## src/rtl/mips_decode_exec_mem.sv

```systemverilog
// Execution slice of a five-stage MIPS pipeline: control decode, ALU with operand
// selection, and a big-endian byte-addressed data memory with combinational read.
module mips_decode_exec_mem #(
   parameter int DM_BYTES = 128
) (
   input  logic        clk,
   input  logic        reset,
   input  logic [31:0] instr,
   input  logic [31:0] rs_data,
   input  logic [31:0] rt_data,
   input  logic        mem_en,
   output logic        halt,
   output logic        regdst,
   output logic        regwre,
   output logic        dm_rd,
   output logic        dm_wr,
   output logic        dbdatasrc,
   output logic        dmdatasize,
   output logic        alusrcA,
   output logic        alusrcB,
   output logic        extsign,
   output logic [2:0]  aluctr,
   output logic        jump,
   output logic        branch_eq,
   output logic        branch_ne,
   output logic        branch_lt,
   output logic        link,
   output logic        jr,
   output logic [31:0] alu_res,
   output logic        zero,
   output logic        wrctr,
   output logic [31:0] mem_rdata
);
   localparam int AW = $clog2(DM_BYTES);

   logic [5:0]    opcode, funct;
   logic [4:0]    sa;
   logic [15:0]   imm;
   logic [31:0]   op_a, op_b;
   logic [AW-1:0] idx, wbase;
   logic [7:0]    mem_q [DM_BYTES];

   assign opcode = instr[31:26];
   assign sa     = instr[10:6];
   assign funct  = instr[5:0];
   assign imm    = instr[15:0];

   always_comb begin
      halt = 1'b0; regdst = 1'b0; regwre = 1'b0; dm_rd = 1'b0; dm_wr = 1'b0;
      dbdatasrc = 1'b0; dmdatasize = 1'b0; alusrcA = 1'b0; alusrcB = 1'b0;
      extsign = 1'b0; aluctr = 3'b000; jump = 1'b0; branch_eq = 1'b0;
      branch_ne = 1'b0; branch_lt = 1'b0; link = 1'b0; jr = 1'b0;
      case (opcode)
         6'h00: begin
            case (funct)
               6'h20: begin aluctr = 3'b000; regdst = 1'b1; regwre = 1'b1; end
               6'h22: begin aluctr = 3'b001; regdst = 1'b1; regwre = 1'b1; end
               6'h24: begin aluctr = 3'b010; regdst = 1'b1; regwre = 1'b1; end
               6'h25: begin aluctr = 3'b011; regdst = 1'b1; regwre = 1'b1; end
               6'h2A: begin aluctr = 3'b100; regdst = 1'b1; regwre = 1'b1; end
               6'h00: begin aluctr = 3'b101; regdst = 1'b1; regwre = 1'b1; alusrcA = 1'b1; end
               6'h0B: begin aluctr = 3'b110; regdst = 1'b1; regwre = 1'b1; end
               6'h08: jr = 1'b1;
               default: ;
            endcase
         end
         6'h08: begin aluctr = 3'b000; alusrcB = 1'b1; extsign = 1'b1; regwre = 1'b1; end
         6'h0C: begin aluctr = 3'b010; alusrcB = 1'b1; regwre = 1'b1; end
         6'h0D: begin aluctr = 3'b011; alusrcB = 1'b1; regwre = 1'b1; end
         6'h0A: begin aluctr = 3'b100; alusrcB = 1'b1; extsign = 1'b1; regwre = 1'b1; end
         6'h23, 6'h20: begin
            alusrcB = 1'b1; extsign = 1'b1; regwre = 1'b1; dm_rd = 1'b1; dbdatasrc = 1'b1;
            dmdatasize = (opcode == 6'h20);
         end
         6'h2B, 6'h28: begin
            alusrcB = 1'b1; extsign = 1'b1; dm_wr = 1'b1;
            dmdatasize = (opcode == 6'h28);
         end
         6'h04: begin aluctr = 3'b001; branch_eq = 1'b1; end
         6'h05: begin aluctr = 3'b001; branch_ne = 1'b1; end
         6'h01: begin aluctr = 3'b001; branch_lt = 1'b1; end
         6'h02: jump = 1'b1;
         6'h03: begin link = 1'b1; regwre = 1'b1; end
         6'h3F: halt = 1'b1;
         default: ;
      endcase
   end

   assign op_a = alusrcA ? {27'b0, sa} : rs_data;
   assign op_b = alusrcB ? (extsign ? {{16{imm[15]}}, imm} : {16'b0, imm}) : rt_data;

   always_comb begin
      alu_res = '0;
      wrctr   = 1'b1;
      case (aluctr)
         3'b000: begin
            alu_res = op_a + op_b;
            wrctr   = !((op_a[31] == op_b[31]) && (alu_res[31] != op_a[31]));
         end
         3'b001: begin
            alu_res = op_a - op_b;
            wrctr   = !((op_a[31] != op_b[31]) && (alu_res[31] != op_a[31]));
         end
         3'b010: alu_res = op_a & op_b;
         3'b011: alu_res = op_a | op_b;
         3'b100: alu_res = {31'b0, $signed(op_a) < $signed(op_b)};
         3'b101: alu_res = op_b << op_a[4:0];
         3'b110: begin
            alu_res = op_a;
            wrctr   = (op_b != 32'b0);   // movn commits only when rt is non-zero
         end
         default: alu_res = op_a ^ op_b;
      endcase
   end

   assign zero = (alu_res == 32'b0);

   // Word accesses ignore the two low address bits; memory wraps modulo DM_BYTES.
   assign idx   = alu_res[AW-1:0];
   assign wbase = {idx[AW-1:2], 2'b00};

   always_ff @(posedge clk or posedge reset) begin
      if (reset) begin
         for (int i = 0; i < DM_BYTES; i++) mem_q[i] <= 8'h00;
      end else if (dm_wr && mem_en) begin
         if (dmdatasize) begin
            mem_q[idx] <= rt_data[7:0];
         end else begin
            mem_q[wbase]         <= rt_data[31:24];
            mem_q[wbase + AW'(1)] <= rt_data[23:16];
            mem_q[wbase + AW'(2)] <= rt_data[15:8];
            mem_q[wbase + AW'(3)] <= rt_data[7:0];
         end
      end
   end

   always_comb begin
      mem_rdata = '0;
      if (dm_rd) begin
         if (dmdatasize)
            mem_rdata = {{24{mem_q[idx][7]}}, mem_q[idx]};
         else
            mem_rdata = {mem_q[wbase], mem_q[wbase + AW'(1)],
                         mem_q[wbase + AW'(2)], mem_q[wbase + AW'(3)]};
      end
   end
endmodule

```

## config.mk

```make
export PLATFORM = sky130hd
export DESIGN_NAME = mips_decode_exec_mem
export DESIGN_NICKNAME = d
export VERILOG_FILES = /design/src/rtl/mips_decode_exec_mem.sv
export SDC_FILE = /design/constraint.sdc
export NUM_CORES = 2
export LEC_CHECK = 0
export CAP_MARGIN = 20
export CORE_ASPECT_RATIO = 1.5
export CORE_MARGIN = 5
export CORE_UTILIZATION = 45
export DETAILED_ROUTE_END_ITERATION = 10
export SYNTH_ARGS = -nofsm -noshare
export SYNTH_HDL_FRONTEND = slang
export SYNTH_SLANG_ARGS = --single-unit
```

## constraint.sdc

```tcl
create_clock -name clk -period 40.1 [get_ports clk]
set_clock_uncertainty 0.1 [all_clocks]
set_input_delay 8.02 -clock clk [delete_from_list [all_inputs] [get_ports clk]]
set_output_delay 8.02 -clock clk [all_outputs]
set_load 0.005 [all_outputs]
```

==> qor.csv <==
stage,metric,value,unit
worst_setup_path,path_common_cell,buf_4,
worst_setup_path,cp.arrival,19.75,ns
global_route,grt_use_total,0.486,
cells_and_area,largest_reg_flops,1024,
logic_synthesis,synth_enable_flop_cells,0,
clock_tree,clockRootBuffer,clkbuf_16,
worst_setup_path,cp_top_family,buffers and inverters,
cells_and_area,reg.largest.list,mem_q: 1024 flops,
clock_tree,cts_buffers,110,
worst_setup_path,critPathLaunchType,input pin,
placed_design,io_buffers,173,
global_route,grt_pass1_vias,74300,
power,power-per-cell-area,43.7,nW/um^2
floorplan,rows,181,
drt,vias,80900,
placed_design,gp_congestion,1.09,
logic_synthesis,synth_top_area_cell,dfrtp_1,
placed_design,hpwl,298000,um
worst_setup_path,cp_max_fo,88,
logic_synthesis,syn_nets,9477,
power,p_leak,0.0333,uW
logic_synthesis,yosysWarnings,0,
run_status,outcome,"complete, no violations",
global_route,overflow,0,
logic_synthesis,syn_inst,9279,
sta,finalHoldViolCount,0,
clock_tree,cts_max_level,3,
cells_and_area,syn2layout_area_growth,10.1,%
sta,slew_headroom,0.0705,
worst_setup_path,critPathSlowestCell,a2111oi_2,
logic_synthesis,synth_flop_cell,dfrtp_1,
clock_tree,post-cts-setup-buffer-count,0,
worst_setup_path,crit_type,in2out,
sta,setup_viol,0,
logic_synthesis,synth_cell_types,100,
placed_design,place_area,76200,sq um
power,ir_worst_vdd,0.0414,mV
clock_tree,hold_buffers,0,
drt,avgRoutedWirePerCell,38.8,um
clock_tree,clock_path_buffers,3,
global_route,grt_max_degree,171,
logic_synthesis,ys_async_sr_fraction,1.00,
clock_tree,path_clk_slew,0.06,ns
sta,drv_slew,0,
floorplan,start_util,0.452,
cells_and_area,nets,9153,
logic_synthesis,syn-cell-area,73300,sq um
logic_synthesis,yosysSeqAreaShare,0.350,
cells_and_area,final_cell_mix,"nand2_1, dfrtp_1, nand3_1",
clock_tree,insertion_delay,0.78,ns
global_route,grt_pass1_wl,597000,um
cells_and_area,drive_gt1_frac,0.158,
power,p_total,3530,uW
global_route,antenna_found_initial,51,
drt,drt_wl_total,435000,um
logic_synthesis,ys_ff_latch,1024,
sta,final.period_utilization,0.695,
floorplan,fp.dieW,340,um
sta,finalSetupTns,0,ns
sta,worst_pin_slew,1.39,ns
drt,vias_per_cell,7.22,
logic_synthesis,yosysTopAreaCellShare,0.350,
worst_setup_path,critPathBufInv,10,
floorplan,io_pins,184,
worst_setup_path,cp_slowest_stage_delay,0.92,ns
logic_synthesis,synthTopCellsByArea,"dfrtp_1, nand2_1, mux2_2",
min_path,worstHoldPathType,reg2reg,
logic_synthesis,avgSynthCellArea,7.90,sq um
worst_setup_path,crit_required,31.98,ns
floorplan,die_h,504,um
drt,drt-initial-drc-count,12100,
sta,period_needed,27.87,ns
clock_tree,cts_num_sinks,1024,
floorplan,core_region_area,162000,sq um
cells_and_area,fin_area,80700,sq um
worst_setup_path,endpoint_kind,output pin,
cells_and_area,final_common_cell,nand2_1,
drt,firstDrtPassIters,7,
floorplan,die_area,171000,sq um
sta,max_freq,35.9,MHz
clock_tree,cts_tree,yes,
clock_tree,cts_resized,0,
job,timing.max_cap.violations,0,
drt,drc,0,
drt,drtAntennaViolNets,0,
sta,rsz0062_at_grt,false,
cells_and_area,regMostFlops,mem_q,
[tightest hold or removal path: stages (launching register included)]
cell and delay [ns]:
dfrtp_1 0.36, nand2_1 0.05, o21ai_0 0.06
[final cells by class]
| type | instances | area [sq um] |
|---|---|---|
| Fill cell | 16000 | 81500 |
| Multi-Input combinational cell | 7294 | 44000 |
| Sequential cell | 1024 | 25600 |
| Timing Repair Buffer | 407 | 3790 |
| Clock buffer | 154 | 3180 |
| Tap cell | 2104 | 2630 |
| Clock inverter | 48 | 833 |
| Inverter | 118 | 493 |
| Antenna cell | 53 | 133 |
[metrics by stage]
stage / utilization / hold slack, ns / std cells / setup slack [ns]
6_report: 0.498 / 0.405 / 11200 / 12.23
5_1_grt: 0.497 / 0.423 / 11200 / 12.33
4_1_cts: 0.495 / 0.406 / 11100 / 12.77
3_5_place_dp: 0.470 / 0.392 / 10900 / 12.80
3_3_place_gp: 0.469 / 0.384 / 10900 / 12.87
2_1_floorplan: - / 0.366 / 9279 / 3.16
[logic make-up after synthesis]
| group | after synthesis | share of synthesized area |
|---|---|---|
| simple gates | 4108 | 0.247 |
| flops | 1024 | 0.350 |
| compound gates | 2178 | 0.193 |
| mux | 881 | 0.134 |
| fa+ha+maj | 99 | 0.0171 |
| xor+xnor | 28 | 0.00335 |
| buf+inv | 961 | 0.0559 |
[routing by layer]
layer | wire, um | track usage | up-vias | part of all wire
li1 | - | - | 32800 | -
met1 | 146000 | 0.557 | 39400 | 0.34
met2 | 183000 | 0.703 | 6732 | 0.42
met3 | 49100 | 0.135 | 1902 | 0.11
met4 | 56900 | 0.508 | 14 | 0.13
met5 | 89 | 0 | - | 0.00020
[synth_stat cells, types with 39 or more instances]
cell type / instances
buf_1: 94
nor2_1: 213
o22ai_1: 711
and3_1: 138
a211oi_1: 41
a21oi_1: 388
o21ai_0: 314
o21a_1: 88
clkbuf_1: 439
mux2i_1: 125
a31oi_1: 119
inv_1: 103
dfrtp_1: 1024
o221ai_1: 94
ha_1: 97
buf_2: 279
nand4_1: 39
o21ai_2: 47
nand3_1: 941
nand2_1: 2419
and2_1: 39
mux2_2: 747
nor4_1: 53
o211ai_1: 50
nor3_1: 81
[final timing paths]
kind | startpoint | end | slack, ns | cells after the start
setup / recovery | instr[0] | mem_rdata[1] | 12.23 | 27
max in group asynchronous | reset | mem_q[409] | 28.51 | 6
hold / removal | mem_q[385] | mem_q[385] | 0.40 | 2
min in group asynchronous | reset | mem_q[668] | 7.63 | 2
setup reg to reg | mem_q[895] | mem_q[895] | 38.96 | 1
hold reg to reg | mem_q[385] | mem_q[385] | 0.40 | 2
[report_power, final]
group          internal (uW)  switching [uW]  total [uW]
Sequential              1050            16.7        1070
Combinational            260            1020        1280
Clock                    672             504        1180
Total                   1980            1540        3530
Note: power is estimated with default switching activity, not from simulation.
